File: src/rtl/note_player.sv
// Note player: latches notes from the song reader, times their duration in beats and
// steps a phase accumulator that addresses the waveform ROM on codec requests.
module note_player #(
    parameter int unsigned PHASE_W = 20,
    parameter int unsigned ADDR_W  = 10
) (
    input  logic               clk,
    input  logic               reset,
    input  logic               play,
    input  logic               new_note,
    input  logic [5:0]         note,
    input  logic [5:0]         duration,
    input  logic               beat,
    input  logic               generate_next,
    input  logic [PHASE_W-1:0] step_size,
    output logic [5:0]         note_q,
    output logic               note_active,
    output logic [ADDR_W-1:0]  sample_addr,
    output logic               sample_valid,
    output logic               note_done
);

    typedef enum logic {StIdle, StPlaying} state_e;

    state_e             state_q, state_d;
    logic [5:0]         note_d;
    logic [5:0]         duration_q, duration_d;
    logic [5:0]         beat_cnt_q, beat_cnt_d;
    logic [5:0]         beat_next;
    logic [PHASE_W-1:0] phase_q, phase_d;
    logic               step_ok_q, step_ok_d;
    logic               note_done_q, note_done_d;
    logic               sample_valid_q;

    assign beat_next = beat_cnt_q + 6'd1;

    always_comb begin
        state_d     = state_q;
        note_d      = note_q;
        duration_d  = duration_q;
        beat_cnt_d  = beat_cnt_q;
        phase_d     = phase_q;
        // step_ok lags acceptance by one cycle to cover the frequency ROM latency
        step_ok_d   = 1'b1;
        note_done_d = 1'b0;

        if (new_note) begin
            // A new note overrides any completion of the current one in the same cycle
            note_d     = note;
            duration_d = duration;
            beat_cnt_d = 6'd0;
            phase_d    = '0;
            step_ok_d  = 1'b0;
            if (duration == 6'd0) begin
                state_d     = StIdle;
                note_done_d = 1'b1;
            end else begin
                state_d = StPlaying;
            end
        end else if (state_q == StPlaying && play) begin
            if (note_q != 6'd0 && step_ok_q && generate_next) begin
                phase_d = phase_q + step_size;
            end
            if (beat) begin
                beat_cnt_d = beat_next;
                if (beat_next == duration_q) begin
                    beat_cnt_d  = 6'd0;
                    note_done_d = 1'b1;
                    state_d     = StIdle;
                end
            end
        end
    end

    always_ff @(posedge clk or posedge reset) begin
        if (reset) begin
            state_q        <= StIdle;
            note_q         <= 6'd0;
            duration_q     <= 6'd0;
            beat_cnt_q     <= 6'd0;
            phase_q        <= '0;
            step_ok_q      <= 1'b0;
            note_done_q    <= 1'b0;
            sample_valid_q <= 1'b0;
        end else begin
            state_q        <= state_d;
            note_q         <= note_d;
            duration_q     <= duration_d;
            beat_cnt_q     <= beat_cnt_d;
            phase_q        <= phase_d;
            step_ok_q      <= step_ok_d;
            note_done_q    <= note_done_d;
            sample_valid_q <= generate_next;
        end
    end

    assign note_active  = (state_q == StPlaying) && (note_q != 6'd0);
    assign sample_addr  = phase_q[PHASE_W-1 -: ADDR_W];
    assign sample_valid = sample_valid_q;
    assign note_done    = note_done_q;

endmodule

File: config.mk
export PLATFORM = sky130hd
export DESIGN_NAME = note_player
export DESIGN_NICKNAME = d
export VERILOG_FILES = /design/src/rtl/note_player.sv
export SDC_FILE = /design/constraint.sdc
export NUM_CORES = 1
export LEC_CHECK = 0
export BUFFER_PORTS_ARGS = -buffer_cell sky130_fd_sc_hd__buf_4
export CAP_MARGIN = 20
export CORE_MARGIN = 10
export CORE_UTILIZATION = 50
export DETAILED_ROUTE_END_ITERATION = 12
export PLACE_DENSITY = 0.76
export SLEW_MARGIN = 20
export SYNTH_ARGS = -nofsm -noshare
export SYNTH_HDL_FRONTEND = slang
export SYNTH_SLANG_ARGS = --single-unit
File: constraint.sdc
create_clock -name clk -period 2.4 [get_ports clk]
set_clock_uncertainty 0.05 [all_clocks]
set_input_delay 0.48 -clock clk [delete_from_list [all_inputs] [get_ports clk]]
set_output_delay 0.48 -clock clk [all_outputs]
set_load 0.01 [all_outputs]
==> impl_results.rst, run 1 <==
.. list-table::
   :header-rows: 1

   * - Metric
     - Value
   * - Unrepaired setup endpoints after global routing
     - yes
   * - WP data arrival
     - about 2.5 ns
   * - Number of storage elements in the synthesis netlist
     - 42
   * - Minimum clock period after layout
     - between 2 and 2.5 ns
   * - Final setup vio count
     - 0
   * - Final period util
     - 0.9964
   * - First-iteration detailed-routing DRC count
     - between 100 and 150
   * - Critical path's top delay family
     - compound AO/OA/AOI/OAI gates
   * - Clock root cell
     - clkbuf_8
   * - EDFF count, synth
     - 0
   * - Core ar.
     - about 5600 um^2
   * - Final layout net count
     - 450
   * - Endpoint of the most critical register-to-register path
     - phase_q[18]$_DFFE_PP0P_
   * - Worst path required time
     - roughly 2.5 ns
   * - Standard-cell row count
     - 27
   * - I/O pin total
     - 57
   * - Instance count of the mapped netlist
     - roughly 330
   * - Total clock sinks
     - 42
   * - Share of flip-flops with an asynchronous set or reset after synthesis
     - 1.000
   * - Worst setup slack for register-to-register paths
     - 0.009 ns
   * - Pin count of the biggest net entering global routing
     - 43
   * - Sum of buffers and inverters on the critical path
     - 0
   * - Stage delay of the slowest cell on the critical path
     - a little over 0.4 ns
   * - Power Total
     - roughly 0.0017 W
   * - Maximum clock rate
     - about 0.42 GHz
   * - Die X-Extent
     - roughly 97 um
   * - Die area
     - around 9400 um^2
   * - Iteration count of the initial detailed-routing pass
     - 4
   * - Post-Layout Cell Count
     - roughly 460
   * - Static leakage power
     - about 1.7 nW
   * - Actual transition at the worst max-transition pin
     - 0.5454 ns
   * - Hold slack final
     - about 0.25 ns
   * - Hold Vio Cnt, Final
     - 0
   * - Number of placed cells counting well taps
     - ~450
   * - Area added between synthesis and finish
     - 23.84%
   * - TritonCTS clock tree
     - built
   * - Depth of the most critical reg-to-reg path
     - 8
   * - Launch instance of the worst register-to-register path
     - phase_q[0]$_DFFE_PP0P_
   * - Sequential-to-total area share from yosys stat
     - 0.3556
   * - Count of warnings emitted by yosys
     - 0
   * - H-Tree Level Count
     - 2
   * - Quantity of I/O buffers inserted on ports
     - 56
   * - Number of remaining DRC errors
     - 0
   * - Total vias in the final route
     - 2,693
   * - Number of buffers on the longest clock path
     - 2
   * - Wire length of the first global-routing pass
     - about 13 mm
   * - Rel. slew slack
     - 0.6364
   * - Final critical-path setup slack
     - between 0.008 and 0.009 ns
   * - Worst Setup End Kind
     - flip-flop
   * - Pins Over Slew Limit
     - 0
   * - Dominant synthesized flop cell
     - dfrtp_1
   * - Slowest cell on the critical path
     - dfrtp_1
   * - Hold Path Class
     - input port to flip-flop
   * - Syn Nets
     - 386
   * - Routability-driven placement congestion ratio
     - roughly 0.85
   * - Fraction of final layout cells sized beyond drive strength 1
     - 0.2832
   * - Final core area utilization
     - 0.6526
   * - Worst hold path depth
     - 1
   * - Mapped Avg Cell Area
     - approximately 9.0 um^2
   * - Max-capacitance violation count
     - 0
   * - Initial core utilization
     - 0.5270
   * - Number of inserted diodes
     - 0
   * - VDD IR-drop max
     - around 0.00023 V
   * - Synth unique cells
     - 55
   * - Power density over cell area
     - 474.5 nW/um^2
   * - Final WL
     - roughly 7.5 mm
   * - Global Route Usage Sum
     - 0.1583
   * - Number of antenna violations at the first check in global routing
     - 0
   * - Die height
     - ~97 um
   * - Placed wire-length estimate
     - approximately 5.6 mm
   * - Post-Place Setup Slack
     - -0.2976 ns
   * - Final global-route overflow total
     - 0
   * - Via count of the first global-routing pass
     - roughly 2.8k
   * - Crit path cell chain
     - ha_4 -> fa_2 -> a211oi_4 -> nor2_2 -> o2111ai_2 -> a2111oi_2 -> or3_1 -> a32o_1
   * - Post-DR vias/cell
     - slightly below 6
   * - Worst min-delay path endpoint
     - sample_valid$_DFF_PP0_
   * - Category of the critical setup timing path
     - flip-flop to flip-flop
   * - Post-synthesis cell area
     - slightly below 3000 um^2
   * - Hold path startpoint
     - generate_next
   * - ANT nets after route
     - 0
   * - Result of the run
     - completed
   * - Routed WL per cell
     - 16.24 um
   * - Number of buffers inserted during clock tree synthesis
     - 5
   * - Clock slew at reported path FFs
     - roughly 0.08 ns
   * - Critical path fanouts, max
     - 2
   * - Later-pin clock latency in the skew report
     - around 0.3 ns
   * - Startpoint class of the critical path
     - flip-flop
## cell usage after synthesis (5+ instances only)
master,count,area [um^2]
clkbuf_1,8,30.03
nand3_1,16,80.08
nor3_1,6,30.03
nand4_1,5,31.28
nor2_1,23,86.33
a21oi_1,21,105.1
nand2_1,39,146.4
o21ai_0,20,100.1
mux2_2,12,135.1
xnor2_1,14,122.6
buf_4,10,75.07
inv_1,6,22.52
ha_1,20,250.2
dfrtp_1,42,1051
and3_1,5,31.28
## power by group
part | internal (W) | total (W) | switching (W)
Clock | 0.000311 | 0.000568 | 0.000257
Sequential | 0.000744 | 0.000773 | 0.0000293
Combinational | 0.000195 | 0.000396 | 0.000201
## cell type report
cell class | count | area (um^2)
Clock buffer | 6 | 72.57
Clock inverter | 2 | 37.54
Fill cell | 484 | 1948
Inverter | 6 | 22.52
Multi-Input combinational cell | 256 | 1785
Sequential cell | 42 | 1051
Tap cell | 72 | 90.09
Timing Repair Buffer | 80 | 600.6
## stage by stage
step                      cell area (um^2)  TNS (ns)
after floorplan                       2970  -0.08874
after global placement                3521   -0.4174
after detailed placement              3521   -0.4868
after CTS                             3646         0
after global routing                  3660  -0.08397
final                                 3660         0
## state kept, by name, indices dropped and copies added, names as in the netlist
register,cells
note_q,6
sample_valid,1
beat_cnt_q,6
step_ok_q,1
note_done,1
state_q,1
phase_q,20
duration_q,6
## routing by layer
| layer | track usage | up-vias | share of wire |
|---|---|---|---|
| met5 | 0 | - | 0 |
| met2 | 0.2628 | 68 | 0.46 |
| met4 | 0.04510 | 0 | 0.011 |
| li1 | - | 1321 | - |
| met1 | 0.2025 | 1293 | 0.48 |
| met3 | 0.03052 | 11 | 0.044 |
## kinds of logic after synthesis
| kind of cell | count (synthesis) | synth area share |
|---|---|---|
| AO/OA/AOI/OAI | 89 | 0.2083 |
| AND/OR/NAND/NOR | 115 | 0.1880 |
| flip-flops | 42 | 0.3556 |
| multiplexers | 12 | 0.04572 |
| XOR/XNOR | 19 | 0.06096 |
| buffers and inverters | 29 | 0.04995 |
| adder cells (fa/ha/maj) | 21 | 0.09145 |
## cells in the final DEF, fill, tap and decap left out, drive strengths merged, types with 4 or more instances in the layout
master  Yosys  final
a21o        4      4
nand2      39     39
clkbuf      8      6
a211o       4      4
a21oi      22     22
ha         20     20
o211ai      4      4
nand3      16     16
xor2        4      4
buf        15     80
nor3        6      6
o311ai      4      4
a211oi      6      6
o21a        4      4
dfrtp      42     42
and3        5      5
xnor2      14     14
or3         4      4
o21ai      23     23
nor2       24     24
nand4       5      5
inv         6      6
mux2       12     12
## timing repair
action,in CTS,in global routing
gates resized for setup,0,3
endpoints found under the setup margin,1,5
hold buffers,0,0
hold endpoints to repair,0,0
pin swaps,5,2
buffers inserted,2,0
## worst max path at each step
| stage | end | from | cells past startpoint | slack (ns) |
|---|---|---|---|---|
| 6_report | phase_q[18]$_DFFE_PP0P_ | phase_q[0]$_DFFE_PP0P_ | 8 | 0.009 |
| 3_5_place_dp | phase_q[18]$_DFFE_PP0P_ | step_size[0] | 9 | -0.30 |
| 2_1_floorplan | phase_q[18]$_DFFE_PP0P_ | step_size[0] | 8 | -0.09 |
| 4_1_cts | phase_q[18]$_DFFE_PP0P_ | phase_q[0]$_DFFE_PP0P_ | 8 | 0.03 |
| 3_3_place_gp | phase_q[18]$_DFFE_PP0P_ | step_size[0] | 9 | -0.27 |
| 5_1_grt | phase_q[18]$_DFFE_PP0P_ | phase_q[0]$_DFFE_PP0P_ | 8 | -0.07 |
No activity file was read; power rests on OpenSTA's default activity.
==> inputs of run 2 (changes only) <==
PLACE_DENSITY = 0.73   (was 0.76)
clock period = 2.45 ns   (was 2.4 ns; I/O delays follow)
==> impl_results.rst, run 2 (synthesized netlist as in run 1, its figures left out) <==
.. list-table::
   :header-rows: 1

   * - Metric
     - Value
   * - Routability-driven placement congestion ratio
     - 0.9121 (was 0.8518)
   * - Maximum clock rate
     - 0.4152 GHz (was 0.4182 GHz)
   * - Hold Path Class
     - input port to flip-flop (unchanged)
   * - Placed wire-length estimate
     - 5.651 mm (was 5.626 mm)
   * - Power density over cell area
     - 466.6 nW/um^2 (was 474.5 nW/um^2)
   * - Global Route Usage Sum
     - 0.1592 (was 0.1583)
   * - Iteration count of the initial detailed-routing pass
     - 4 (unchanged)
   * - Worst setup slack for register-to-register paths
     - 0.04 ns (was 0.009 ns)
   * - Initial core utilization
     - 0.5270 (unchanged)
   * - Number of hold buffers added after cts
     - 0 (unchanged)
   * - Die X-Extent
     - 96.88 um (unchanged)
   * - Minimum clock period after layout
     - 2.408 ns (was 2.391 ns)
   * - Largest register by flop count
     - phase_q (unchanged)
   * - Fraction of final layout cells sized beyond drive strength 1
     - 0.2713 (was 0.2832)
   * - H-Tree Level Count
     - 2 (unchanged)
   * - Endpoint of the most critical register-to-register path
     - phase_q[18]$_DFFE_PP0P_ (unchanged)
   * - Clock slew at reported path FFs
     - 0.08 ns (about the same)
   * - Post-Place Setup Slack
     - -0.2807 ns (was -0.2976 ns)
   * - Pin count of the biggest net entering global routing
     - 43 (unchanged)
   * - Static leakage power
     - 1.659 nW (was 1.681 nW)
   * - Power Total
     - 0.001698 W (was 0.001737 W)
   * - Wire length of the first global-routing pass
     - 13.10 mm (was 12.85 mm)
   * - Post-route cell area
     - 3640 um^2 (was 3660 um^2)
   * - Worst Setup End Kind
     - flip-flop (unchanged)
   * - Leading cell type in the layout, fill and taps excluded
     - buf_4 (unchanged)
   * - Hold Vio Cnt, Final
     - 0 (unchanged)
   * - Total vias in the final route
     - 2,673 (was 2,693)
   * - Standard-cell row count
     - 27 (unchanged)
   * - WP data arrival
     - 2.55 ns (was 2.53 ns)
   * - ANT nets after route
     - 0 (unchanged)
   * - Depth of the most critical reg-to-reg path
     - 8 (unchanged)
   * - TritonCTS clock tree
     - built (unchanged)
   * - Die area
     - 9386 um^2 (unchanged)
   * - Category of the critical setup timing path
     - flip-flop to flip-flop (unchanged)
   * - Startpoint class of the critical path
     - flip-flop (unchanged)
   * - Hold path startpoint
     - generate_next (unchanged)
   * - Max FFs per register
     - 20 (unchanged)
   * - Routed WL per cell
     - 16.46 um (was 16.24 um)
   * - Worst min-delay path endpoint
     - sample_valid$_DFF_PP0_ (unchanged)
   * - Final critical-path setup slack
     - 0.04164 ns (was 0.008685 ns)
   * - Pins Over Slew Limit
     - 0 (unchanged)
   * - Quantity of I/O buffers inserted on ports
     - 56 (unchanged)
   * - Total clock sinks
     - 42 (unchanged)
   * - First-iteration detailed-routing DRC count
     - 162 (was 133)
   * - Worst path required time
     - 2.59 ns (was 2.54 ns)
   * - Final setup vio count
     - 0 (unchanged)
   * - Area added between synthesis and finish
     - 23.16% (was 23.84%)
   * - Final layout net count
     - 445 (was 450)
   * - Core ar.
     - 5608 um^2 (unchanged)
   * - Commonest cells after routing, fill and taps aside
     - buf_4 (75), dfrtp_1 (42), nand2_1 (39), nor2_1 (23), a21oi_1 (21) (was buf_4 (80), dfrtp_1 (42), nand2_1 (39), nor2_1 (23), a21oi_1 (21))
   * - Unrepaired setup endpoints after global routing
     - yes (unchanged)
   * - Result of the run
     - completed (unchanged)
   * - Launch instance of the worst register-to-register path
     - phase_q[0]$_DFFE_PP0P_ (unchanged)
   * - Number of buffers inserted during clock tree synthesis
     - 5 (unchanged)
   * - Final global-route overflow total
     - 0 (unchanged)
   * - Final WL
     - 7.553 mm (was 7.537 mm)
   * - Fill cell count
     - 464 (was 484)
   * - Placed cell area
     - 3483 um^2 (was 3521 um^2)
   * - Critical path fanouts, max
     - 2 (unchanged)
   * - Actual transition at the worst max-transition pin
     - 0.5469 ns (was 0.5454 ns)
   * - Final period util
     - 0.9830 (was 0.9964)
   * - VDD IR-drop max
     - 0.0003825 V (was 0.0002333 V)
   * - Max-capacitance violation count
     - 0 (unchanged)
   * - Number of remaining DRC errors
     - 0 (unchanged)
   * - Number of antenna violations at the first check in global routing
     - 0 (unchanged)
   * - Clock root cell
     - clkbuf_8 (unchanged)
   * - Later-pin clock latency in the skew report
     - 0.30 ns (about the same)
   * - Number of buffers on the longest clock path
     - 2 (unchanged)
   * - Worst hold path depth
     - 1 (unchanged)
   * - I/O pin total
     - 57 (unchanged)
   * - Via count of the first global-routing pass
     - 2,760 (was 2,769)
   * - Rel. slew slack
     - 0.6354 (was 0.6364)
   * - Number of inserted diodes
     - 0 (unchanged)
   * - Die height
     - 96.88 um (unchanged)
   * - Post-DR vias/cell
     - 5.824 (was 5.804)
==> run 2: stage by stage <==
step | setup TNS (ns) | std cells | utilization | hold WS (ns)
after global placement | -0.3035 | 449 | 0.6212 | 0.4531
after detailed placement | -0.4000 | 449 | 0.6212 | 0.4697
after floorplan | -0.04874 | 327 | - | 0.4371
after global routing | -0.04009 | 459 | 0.6490 | 0.2629
final | 0 | 459 | 0.6490 | 0.2717
after CTS | 0 | 458 | 0.6441 | 0.2663
==> run 2: routing by layer <==
metal / routed length (um) / track usage / vias to the layer above / part of all wire
met4: 80 / 0.04397 / 0 / 0.011
met1: 3591 / 0.2118 / 1269 / 0.48
li1: - / - / 1315 / -
met5: 0 / 0 / - / 0
met3: 335 / 0.02839 / 8 / 0.044
met2: 3544 / 0.2566 / 81 / 0.47
==> run 2: critical path, stage by stage, from the launching register on <==
cell	delay, ns
dfrtp_1	0.41
ha_4	0.17
fa_2	0.36
a211oi_4	0.27
nor2_2	0.08
o2111ai_4	0.24
a2111oi_4	0.11
or3_1	0.37
a32o_1	0.25
==> run 2: how the worst max path moves through the flow <==
stage                                start                 endpoint  slack, ns  depth (start not counted)
floorplan                     step_size[0]  phase_q[18]$_DFFE_PP0P_      -0.05                          8
global placement              step_size[0]  phase_q[18]$_DFFE_PP0P_      -0.24                          9
detailed placement            step_size[0]  phase_q[18]$_DFFE_PP0P_      -0.28                          9
CTS                 phase_q[0]$_DFFE_PP0P_  phase_q[18]$_DFFE_PP0P_     0.0007                          8
global route        phase_q[0]$_DFFE_PP0P_  phase_q[18]$_DFFE_PP0P_      -0.04                          8
finish              phase_q[0]$_DFFE_PP0P_  phase_q[18]$_DFFE_PP0P_       0.04                          8
==> run 2: layout make-up <==
cell class | instances | area, um^2 | area share
Clock inverter | 2 | 37.54 | 0.01031
Clock buffer | 6 | 72.57 | 0.01994
Sequential cell | 42 | 1051 | 0.2888
Multi-Input combinational cell | 256 | 1803 | 0.4954
Inverter | 6 | 22.52 | 0.006188
Tap cell | 72 | 90.09 | 0.02475
Timing Repair Buffer | 75 | 563.0 | 0.1547
==> run 2: repair_timing <==
item                       CTS  global route
gates resized for setup      1             3
pin swaps                    2             5
setup buffers                1             1
setup endpoints to repair    1             3
==> run 2: report_power, final <==
part / switching (W) / internal [W]
registers: 0.0000287 / 0.000729
logic: 0.000199 / 0.000186
clock network: 0.000252 / 0.000304
